[src/rtl/mul_unit_seq.sv]
// mul_unit_seq: radix-2 shift-add 64-bit multiplier for LEGv8 MUL / UMULH / SMULH.
// Operands come from the register file read ports, and the result goes back through a
// one-cycle write-back to the regfile write port. One product bit is retired per clock.
//
// state  | meaning
// -------+-------------------------------------------------------------
// S_IDLE | waiting for start; operands are sampled on the accepting edge
// S_RUN  | WIDTH shift-add iterations, one per clock
// S_DONE | result and write-back presented for a single cycle
module mul_unit_seq #(
    parameter int WIDTH  = 64,
    parameter int ADDR_W = 5
) (
    input  logic              clock,
    input  logic              reset,
    input  logic              start,
    input  logic [1:0]        op,
    input  logic [WIDTH-1:0]  op_a,
    input  logic [WIDTH-1:0]  op_b,
    input  logic [ADDR_W-1:0] dest_add,
    output logic              busy,
    output logic              done,
    output logic              wb_en,
    output logic [ADDR_W-1:0] wb_add,
    output logic [WIDTH-1:0]  wb_data
);

    localparam int                CNT_W    = $clog2(WIDTH);
    localparam logic [CNT_W-1:0]  CNT_LAST = CNT_W'(WIDTH - 1);
    localparam logic [ADDR_W-1:0] XZR      = '1;

    typedef enum logic [1:0] {
        S_IDLE = 2'd0,
        S_RUN  = 2'd1,
        S_DONE = 2'd2
    } state_t;

    state_t                 state_q, state_d;
    logic [CNT_W-1:0]       cnt_q, cnt_d;
    logic [WIDTH-1:0]       m_q, m_d;
    logic [2*WIDTH-1:0]     acc_q, acc_d;
    logic                   neg_q, neg_d;
    logic                   hi_q, hi_d;
    logic [ADDR_W-1:0]      dest_q, dest_d;
    logic                   busy_q, busy_d;
    logic                   done_q, done_d;
    logic                   wb_en_q, wb_en_d;
    logic [ADDR_W-1:0]      wb_add_q, wb_add_d;
    logic [WIDTH-1:0]       wb_data_q, wb_data_d;

    logic                   a_neg, b_neg;
    logic [WIDTH-1:0]       a_mag, b_mag;
    logic [WIDTH-1:0]       addend;
    logic [WIDTH:0]         sum;
    logic [2*WIDTH-1:0]     acc_step;
    logic [2*WIDTH-1:0]     prod;
    logic                   last;

    // Operand conditioning and one shift-add step; the magnitude of the most negative
    // value is 2^(WIDTH-1), which still fits unsigned in WIDTH bits.
    always_comb begin
        a_neg    = (op == 2'b10) && op_a[WIDTH-1];
        b_neg    = (op == 2'b10) && op_b[WIDTH-1];
        a_mag    = a_neg ? -op_a : op_a;
        b_mag    = b_neg ? -op_b : op_b;
        addend   = acc_q[0] ? m_q : {WIDTH{1'b0}};
        sum      = {1'b0, acc_q[2*WIDTH-1:WIDTH]} + {1'b0, addend};
        acc_step = {sum, acc_q[WIDTH-1:1]};
        prod     = neg_q ? -acc_step : acc_step;
        last     = (cnt_q == CNT_LAST);
    end

    // State register.
    always_ff @(posedge clock or posedge reset) begin
        if (reset) state_q <= S_IDLE;
        else       state_q <= state_d;
    end

    // Next-state logic; start is ignored outside IDLE.
    always_comb begin
        state_d = state_q;
        case (state_q)
            S_IDLE:  if (start) state_d = S_RUN;
            S_RUN:   if (last)  state_d = S_DONE;
            S_DONE:  state_d = S_IDLE;
            default: state_d = S_IDLE;
        endcase
    end

    // Datapath next values: load on accept, iterate during RUN, hold otherwise.
    always_comb begin
        cnt_d  = cnt_q;
        m_d    = m_q;
        acc_d  = acc_q;
        neg_d  = neg_q;
        hi_d   = hi_q;
        dest_d = dest_q;
        if (state_q == S_IDLE && start) begin
            cnt_d  = '0;
            m_d    = a_mag;
            acc_d  = {{WIDTH{1'b0}}, b_mag};
            neg_d  = a_neg ^ b_neg;
            hi_d   = (op == 2'b01) || (op == 2'b10);
            dest_d = dest_add;
        end else if (state_q == S_RUN) begin
            cnt_d = cnt_q + 1'b1;
            acc_d = acc_step;
        end
    end

    // Datapath registers.
    always_ff @(posedge clock or posedge reset) begin
        if (reset) begin
            cnt_q  <= '0;
            m_q    <= '0;
            acc_q  <= '0;
            neg_q  <= 1'b0;
            hi_q   <= 1'b0;
            dest_q <= '0;
        end else begin
            cnt_q  <= cnt_d;
            m_q    <= m_d;
            acc_q  <= acc_d;
            neg_q  <= neg_d;
            hi_q   <= hi_d;
            dest_q <= dest_d;
        end
    end

    // Output next values; the result is formed from the final iteration on the DONE-entry edge.
    always_comb begin
        busy_d    = (state_d != S_IDLE);
        done_d    = (state_q == S_RUN) && last;
        wb_en_d   = done_d && (dest_q != XZR);
        wb_add_d  = done_d ? dest_q : wb_add_q;
        wb_data_d = wb_data_q;
        if (done_d) wb_data_d = hi_q ? prod[2*WIDTH-1:WIDTH] : prod[WIDTH-1:0];
    end

    // Output registers; write-back address and data hold after DONE.
    always_ff @(posedge clock or posedge reset) begin
        if (reset) begin
            busy_q    <= 1'b0;
            done_q    <= 1'b0;
            wb_en_q   <= 1'b0;
            wb_add_q  <= '0;
            wb_data_q <= '0;
        end else begin
            busy_q    <= busy_d;
            done_q    <= done_d;
            wb_en_q   <= wb_en_d;
            wb_add_q  <= wb_add_d;
            wb_data_q <= wb_data_d;
        end
    end

    assign busy    = busy_q;
    assign done    = done_q;
    assign wb_en   = wb_en_q;
    assign wb_add  = wb_add_q;
    assign wb_data = wb_data_q;

endmodule

[config.mk]
export PLATFORM = sky130hd
export DESIGN_NAME = mul_unit_seq
export DESIGN_NICKNAME = d
export VERILOG_FILES = /design/src/rtl/mul_unit_seq.sv
export SDC_FILE = /design/constraint.sdc
export NUM_CORES = 1
export LEC_CHECK = 0
export CORE_MARGIN = 8
export CORE_UTILIZATION = 40
export CTS_CLUSTER_SIZE = 28
export DETAILED_ROUTE_END_ITERATION = 10
export PLACE_DENSITY_LB_ADDON = 0.08
export SYNTH_ARGS = -nofsm -noshare
export SYNTH_HDL_FRONTEND = slang
export SYNTH_SLANG_ARGS = --single-unit
[constraint.sdc]
create_clock -name clock -period 15.8 [get_ports clock]
set_input_delay 1.58 -clock clock [delete_from_list [all_inputs] [get_ports clock]]
set_output_delay 1.58 -clock clock [all_outputs]
set_load 0.01 [all_outputs]
==> impl_summary.md, run 1 <==
Finish
The library cell used most frequently in the layout, excluding fill and tap cells, is sky130_fd_sc_hd__nand2_1. The antenna diode instance count is 0. The layout has 5382 filler cells.

The area growth from synthesis to layout is 17.0%. The fraction of final layout cells sized beyond drive strength 1 is under 10%. The library cells used most frequently in the layout, excluding fill and tap cells, are sky130_fd_sc_hd__nand2_1, sky130_fd_sc_hd__o21ai_0, sky130_fd_sc_hd__dfrtp_1. For this run, the post-layout net count is about 3100. The multi-input logic area is roughly 0.014 mm^2. Registers take 0.00699 mm^2.

Clock tree
The number of clock sinks is 279. The clock reaches the later pin of the worst-skew pair after 0.56 ns. The clock tree from TritonCTS is built. The post-cts repair resize count is 0. The maximum buffer depth of the clock tree is 3. The total of hold buffers inserted after clock tree synthesis is 0.

In this run the clock root is driven by a sky130_fd_sc_hd__clkbuf_16. The number of buffers created by CTS is 36. The H-tree was split into 2 levels. The clock slew at the register clock pins of the worst setup and hold paths is 0.06 ns.

Post-CTS timing repair inserted 0 buffers for setup.

Drt
Dividing the detail-routed wire length by the instance count gives ~22 um. Detailed routing inserted a total of 21300 vias. The final layout contains routed wiring with a total length of 78300 um.

After detailed routing, the number of vias per cell comes to 5.94. In the routed design, unresolved DRC markers number 0. The remaining antenna violation count after routing is 0. The pre-antenna-repair detailed-routing pass consisted of 5 iterations.

The violation count after the first detailed-routing iteration is 1605.

Synthesis
Synthesis produced a netlist whose cell count is 2767. Of all flip-flops after synthesis, the portion carrying an async set or reset was 100%. Counting every net in the synthesized netlist gives ~3000. The sequential-to-total area share from yosys stat is 31.7%.

The number of warnings printed during yosys synthesis is 0. Yosys mapped a number of flops with a built-in enable equal to 0. The netlist uses a little over 90 different library cells. In this run the mean area of a mapped cell was 7.96 um^2.

The cell area after synthesis is between 0.02 and 0.025 mm^2. The main flop type after synthesis is sky130_fd_sc_hd__dfrtp_1. The synthesized design contains 279 register bits.

Global route
Across every metal layer, demand over resource in global routing totals approximately a quarter. The maximum number of pins on one net before global-route repair is 91. The number of global-route vias before repair is roughly 21000. The initial antenna violation count was 0. For this run the aggregate overflow at the end of global routing stands at 0. The wire length of the first global-routing pass is 122000 um.

Power
The sequential share of power is 27.3%. Cell internal power was estimated by the tool at 2.33 mW. The net switching component of the power is 2.07 mW.

The clock network burns 19.2% of the power. Of the total power, the share spent switching nets is 47.1%. The leakage power of the design is 10.3 nW. Across the VDD grid, the largest voltage drop is 0.0968 mV. The overall power of the completed layout is 4.40 mW. Of the total power, combinational logic draws 53.5%. The power density over cell area is about 170 mW/mm^2.

Floorplan
The number of core rows is 86. The starting density of the core is 40.2%. The die is about 250 um tall.

The die area is 0.0629 mm^2. The number of ports placed on the die boundary is 210. The floorplan step set the die width to 251 um.

The area of the placeable core is 0.0548 mm^2.

Place
The half-perimeter wire length after detailed placement is roughly 60000 um. The placer's final routability congestion estimate is 0.932. The port buffer count is 209.

Worst setup path
The worst register-to-register path begins at acc_q[0]$_DFFE_PP0P_. The kind of capture point of the worst setup path is a register. The arrival time at the worst endpoint is about 6.5 ns. The endpoint identified for the worst register-to-register timing path is wb_data[51]$_DFFE_PP0P_. For the worst flop-to-flop path, the logic depth is 15. The worst setup path is launched from a register. The startpoint-to-endpoint class of the critical path is reg -> reg.

The worst path required time is ~16 ns. The reg-to-reg setup timing slack is 9.80 ns. Along the worst path, the maximum fanout reaches 65.

Timing
The max-slew violation count was 0. The total negative slack for setup checks is 0 ns. Setup repair after global routing left no endpoint under its margin. The final worst-path cycle share is 38.0%.

The total of endpoints with negative setup slack in the final report is 0. The maximum achievable frequency is approximately 0.17 GHz. The worst path in the final design needs a cycle of 6.00 ns, including I/O delays and setup. At the pin with the least slew margin, the transition time is 1.09 ns. The worst clock skew is 0.0166 ns.

The number of hold-slack violations in the final timing report is 0. The worst slew margin relative to its limit is 27.0%.

Worst hold path
The worst hold path class is reg -> reg. The worst hold path cell count is 2. The startpoint of the most critical hold path is m_q[53]$_DFFE_PP0P_.

The worst-case hold path end point is m_q[53]$_DFFE_PP0P_.

Run status
The flow ran to the end, and the final reports show no timing, DRC or antenna violations.

Job
Across the run, the number of max-cap violations was 0.
[stage by stage]
stage,hold WS (ns),cells,setup WS (ns),utilization (%),area [um^2]
2_1_floorplan,0.438,2767,6.53,-,22000
3_3_place_gp,0.459,3531,9.79,44.9,24600
3_5_place_dp,0.462,3531,9.66,44.9,24600
4_1_cts,0.476,3594,9.88,47.1,25800
5_1_grt,0.498,3594,9.26,47.1,25800
6_report,0.472,3594,9.80,47.1,25800
[synthesized netlist by cell type (6+ instances only)]
cell	instances	share of area [%]
sky130_fd_sc_hd__nand2_1	390	6.6
sky130_fd_sc_hd__o21ai_0	317	7.2
sky130_fd_sc_hd__dfrtp_1	279	32
sky130_fd_sc_hd__a21oi_1	185	4.2
sky130_fd_sc_hd__nor2_1	173	2.9
sky130_fd_sc_hd__clkbuf_1	148	2.5
sky130_fd_sc_hd__xnor2_1	146	5.8
sky130_fd_sc_hd__xor2_1	131	5.2
sky130_fd_sc_hd__and2_1	89	2.5
sky130_fd_sc_hd__ha_1	69	3.9
sky130_fd_sc_hd__nor3_1	65	1.5
sky130_fd_sc_hd__o31ai_1	61	2.1
sky130_fd_sc_hd__nand4_1	52	1.5
sky130_fd_sc_hd__a22o_1	48	1.9
sky130_fd_sc_hd__a22oi_1	44	1.5
sky130_fd_sc_hd__nand3_1	40	0.91
sky130_fd_sc_hd__inv_1	37	0.63
sky130_fd_sc_hd__a21o_1	32	1.1
sky130_fd_sc_hd__nor4_1	32	0.91
sky130_fd_sc_hd__or3_1	27	0.77
sky130_fd_sc_hd__a31oi_1	24	0.68
sky130_fd_sc_hd__o21ai_1	21	0.48
sky130_fd_sc_hd__buf_1	18	0.31
sky130_fd_sc_hd__or4_1	18	0.61
sky130_fd_sc_hd__o22a_1	17	0.68
sky130_fd_sc_hd__o41ai_1	17	0.68
sky130_fd_sc_hd__a211oi_1	16	0.55
sky130_fd_sc_hd__o21a_1	16	0.55
sky130_fd_sc_hd__or2_2	16	0.45
sky130_fd_sc_hd__and3_1	15	0.43
sky130_fd_sc_hd__mux2_2	15	0.77
sky130_fd_sc_hd__nand2b_1	15	0.43
sky130_fd_sc_hd__o211ai_1	15	0.51
sky130_fd_sc_hd__mux2i_1	13	0.59
sky130_fd_sc_hd__and4_1	10	0.40
sky130_fd_sc_hd__buf_2	9	0.20
sky130_fd_sc_hd__nor2b_1	8	0.23
sky130_fd_sc_hd__o31a_1	8	0.32
sky130_fd_sc_hd__nand3b_1	7	0.24
sky130_fd_sc_hd__o21bai_1	7	0.24
sky130_fd_sc_hd__o221ai_1	7	0.28
sky130_fd_sc_hd__o22ai_1	7	0.20
sky130_fd_sc_hd__nor3b_1	6	0.20
[worst max-delay path, cell delays in order (launching register included)]
cell and delay (ns):
sky130_fd_sc_hd__dfrtp_2 0.69, sky130_fd_sc_hd__and2_1 0.29, sky130_fd_sc_hd__ha_1 0.44, sky130_fd_sc_hd__o211ai_1 0.20
sky130_fd_sc_hd__o21ai_2 0.43, sky130_fd_sc_hd__a21oi_2 0.22, sky130_fd_sc_hd__o31ai_1 0.64, sky130_fd_sc_hd__a41oi_1 0.33
sky130_fd_sc_hd__xnor2_1 0.20, sky130_fd_sc_hd__buf_4 0.18, sky130_fd_sc_hd__or4b_1 0.56, sky130_fd_sc_hd__or3b_1 0.47
sky130_fd_sc_hd__or2_1 0.33, sky130_fd_sc_hd__or4b_1 0.51, sky130_fd_sc_hd__mux2i_1 0.14, sky130_fd_sc_hd__o31ai_1 0.23
[logic make-up after synthesis]
family                   after synthesis  share of synthesized area [%]
AND/OR/NAND/NOR                      996                           22.4
AO/OA/AOI/OAI                        902                           25.7
flip-flops                           279                           31.7
buffers and inverters                213                           3.68
adder cells (fa/ha/maj)               70                           4.01
XOR/XNOR                             277                           11.0
multiplexers                          30                           1.51
[sequential cells by signal, indices dropped and copies added, names as in the netlist]
signal / flops
acc_q: 128
m_q: 64
wb_data: 64
cnt_q: 6
dest_q: 5
wb_add: 5
state_q: 2
busy: 1
done: 1
hi_q: 1
neg_q: 1
wb_en: 1
[routing by layer]
layer  wire, um  vias to the layer above  global-route usage, %
li1           -                    10300                      -
met1      34500                    10400                   31.2
met2      37800                      560                   41.3
met3       3630                      115                   3.12
met4       2380                        0                   7.60
met5          0                        -                      0
[area by class of cell]
| class | count | share of cell area [%] |
|---|---|---|
| sequential | 279 | 27.1 |
| clock inverter | 10 | 0.442 |
| timing repair buffer | 235 | 8.87 |
| tap | 704 | 3.42 |
| multi-input combinational | 2275 | 55.4 |
| inverter | 38 | 0.582 |
| clock buffer | 53 | 4.17 |
[power groups by stage]
stage | registers (mW) | logic [mW] | clock network (mW)
floorplan | 1.11 | 1.66 | 0
global placement | 1.21 | 2.32 | 0
detailed placement | 1.21 | 2.33 | 0
CTS | 1.20 | 2.35 | 0.865
global route | 1.24 | 2.57 | 0.892
finish | 1.20 | 2.35 | 0.845
[how the worst max path moves through the flow]
stage,from,end,cells past startpoint
3_3_place_gp,op_a[10],m_q[58]$_DFFE_PP0P_,12
5_1_grt,acc_q[0]$_DFFE_PP0P_,wb_data[61]$_DFFE_PP0P_,14
2_1_floorplan,reset,acc_q[0]$_DFFE_PP0P_,1
3_5_place_dp,op_a[8],m_q[58]$_DFFE_PP0P_,12
4_1_cts,acc_q[0]$_DFFE_PP0P_,wb_data[51]$_DFFE_PP0P_,15
6_report,acc_q[0]$_DFFE_PP0P_,wb_data[51]$_DFFE_PP0P_,15
(Power assumes the default switching activity.)
==> inputs of run 2 (changes only) <==
clock period = 6 ns   (was 15.8 ns; I/O delays follow)
==> run 2 against run 1 <==
Effect of this change: clock skew about the same; clock power grew to 2.6 times the previous value; worst hold slack got worse by 0.0011 ns; clock-buffer cell count shrank 1; routed wire length is 4.9% higher; register-to-register slack lost 9.4 ns; highest routed layer unchanged.
==> impl_summary.md, run 2 (synthesis gave the netlist of run 1 again) <==
Timing
The final worst-path cycle share is ~94%. For the pin with the worst max-slew slack, the measured transition is 1.15 ns. The max-slew violation count is 0.

Across the routed clock network, the largest skew measured is approximately 0.016 ns. The setup slack of the critical path after layout is 0.381 ns. The number of hold-slack violations in the final timing report is 0. Setup repair after global routing left no endpoint under its margin.

The maximum achievable frequency is roughly 0.18 GHz. Setup violations remaining at the end of the flow were counted as 0. The minimum clock period after layout is 5.62 ns. The worst slew margin relative to its limit is 21.2%. The total negative slack for setup checks is 0 ns.

Clock tree
No sink is reached through more buffers than the 3 on the longest clock path. The clock slew at the register clock pins of the worst setup and hold paths is around 0.060 ns. The clock net in this run drives a total of 279 sinks. The H-tree was split into 2 levels. The buffer cell driving the clock tree root is sky130_fd_sc_hd__clkbuf_16. The worst-skew pair later-pin latency is 0.56 ns. The number of buffers created by CTS is 37. Buffers inserted to repair hold after CTS numbered 0.

TritonCTS built the clock tree.

Drt
Summing over every cut layer, the via total after detailed routing is ~22000. In this run the remaining antenna-violating nets after routing total 0. After detailed routing, the number of remaining DRC violations is 0.

Using the TritonRoute via totals, the vias-per-cell ratio works out to 5.95. The detailed-router iteration count before antenna repair is 5. Wires add up to 82100 um. For this block, the initial DRC count from the detailed router was 1558. In the final routed layout, each cell accounts on average for 22.6 um.

Worst setup path
For the worst setup path, the data required time is 6.46 ns. Along the worst path, the maximum fanout reaches between 60 and 70. The cell family contributing the most delay on the critical path is simple AND/OR/NAND/NOR gates.

The slowest stage of the critical path belongs to the cell sky130_fd_sc_hd__or4b_1. The cell occurring most often along the worst timing path is sky130_fd_sc_hd__or4b_1. The type of element launching the critical path is a register. On the worst path, the slowest cell contributes a delay of approximately 0.72 ns. The signal on the critical path passes through buf_12 > and2_1 > ha_1 > o211ai_1 > o21ai_2 > a21oi_2 > o31ai_2 > xor2_1 > or4b_1 > nor4_1 > nand3_1 > or2_1 > or4b_1 > mux2i_1 > o31ai_1. The startpoint-to-endpoint class of the critical path is reg -> reg. The worst setup path is captured at a register.

The sum of buffers and inverters on the critical path is 1. The arrival time at the worst endpoint is about 6.1 ns.

Finish
The top cell types in the final layout, fill and taps aside, are sky130_fd_sc_hd__nand2_1, sky130_fd_sc_hd__o21ai_0, sky130_fd_sc_hd__dfrtp_1. The register containing the most flip-flops in the final layout is acc_q. The number of non-filler instances in the completed layout is 3632. The most common cell after layout, fill and taps aside is sky130_fd_sc_hd__nand2_1. The antenna diode instance count is 0. The summed area of non-filler cells in the final layout is around 0.026 mm^2. Relative to the synthesized area, the layout overhead comes to 18.2%. The register with the most flip-flops in the layout has 128 of them. The final cell utilization of the core is 47.6%. The post-route netlist has 6.45% of its cells at a drive strength greater than 1. At the end of the flow, the number of nets in the layout was 3110.

Floorplan
Measured along the x axis, the die boundary spans 251 um. The die is 251 um tall. The number of ports placed on the die boundary is 210. The number of core rows is 86. The floorplan step defined a die boundary enclosing roughly 0.063 mm^2. The area of the placeable core is 0.0548 mm^2.

For this configuration, the core starts out at a cell density of 40.2%.

Global route
The number of global-route vias before repair is between 20000 and 25000. Entering global routing, the biggest net connects 115 pins. The initial antenna violation count is 1. For this run the aggregate overflow at the end of global routing stands at 0.

The first global-routing pass estimated 126000 um of wire. Global routing consumed, over all layers together, 25.2% of the routing resources.

Run status
The flow ran to the end, and the final reports show no timing, DRC or antenna violations.

Place
The placer's final routability congestion estimate is 0.966. The half-perimeter wire length after detailed placement is 62700 um. Once placement finished, the instance area stood at 0.0249 mm^2.

After detailed placement, the design holds a cell count of 3566. During placement, the flow inserted port buffers numbering 209. Before CTS, the worst setup slack after placement is 0.184 ns.

Power
VDD sags by at most 0.303 mV. The power density over cell area is 455 mW/mm^2. The analysis attributes to cell leakage a power of 10.5 nW.

Worst hold path
The worst hold path belongs to the class reg -> reg.

Job
The total of max-cap violations is 0.
[run 2: cell types whose count changed in the layout (fill, tap and decap cells not counted), moves of 2 or more]
cell,delta
sky130_fd_sc_hd__buf_12,+3
sky130_fd_sc_hd__buf_4,+33
sky130_fd_sc_hd__clkbuf_1,+2
sky130_fd_sc_hd__clkbuf_8,-3
sky130_fd_sc_hd__clkinv_2,+4
sky130_fd_sc_hd__clkinvlp_4,+2
[run 2: stage by stage]
step | hold slack [ns] | power (mW)
after global routing | 0.496 | 12.6
after CTS | 0.478 | 11.9
after global placement | 0.460 | 9.64
after detailed placement | 0.462 | 9.67
final | 0.471 | 11.9
after floorplan | 0.438 | 7.28
[run 2: cell type report]
cell class / count / area, um^2
multi-input combinational: 2275 / 14300
inverter: 38 / 146
sequential: 279 / 6990
timing repair buffer: 271 / 2590
clock buffer: 52 / 1040
tap: 704 / 881
clock inverter: 13 / 103
fill: 5497 / 28700
[run 2: per-layer routing]
layer	GRT usage (%)	routed length (um)
met3	2.91	3500
met4	7.15	2200
met1	32.3	35600
met5	0	0
met2	44.2	40800
[run 2: path summary, 6_finish.rpt]
path	from	endpoint	slack [ns]	depth (start not counted)
max	acc_q[0]$_DFFE_PP0P_	wb_data[51]$_DFFE_PP0P_	0.38	15
min	m_q[7]$_DFFE_PP0P_	m_q[7]$_DFFE_PP0P_	0.47	2
max reg2reg	acc_q[0]$_DFFE_PP0P_	wb_data[51]$_DFFE_PP0P_	0.38	15
min reg2reg	m_q[7]$_DFFE_PP0P_	m_q[7]$_DFFE_PP0P_	0.47	2
max in group asynchronous	reset	m_q[0]$_DFFE_PP0P_	4.00	3
min in group asynchronous	reset	acc_q[121]$_DFFE_PP0P_	0.59	2
[run 2: timing repair]
action	in CTS	in global routing
buffers inserted	0	1
setup endpoints to repair	0	14
resized for setup	0	2
[run 2: tightest hold or removal path, cell delays in order (launching register included)]
cell	delay, ns
sky130_fd_sc_hd__dfrtp_1	0.33
sky130_fd_sc_hd__nand2_1	0.04
sky130_fd_sc_hd__o21ai_0	0.06
[run 2: power breakdown]
group | internal (mW) | total, mW | switching (mW)
Combinational | 2.51 | 6.53 | 4.02
Clock | 1.25 | 2.16 | 0.905
Sequential | 2.50 | 3.17 | 0.673
Total | 6.26 | 11.9 | 5.60
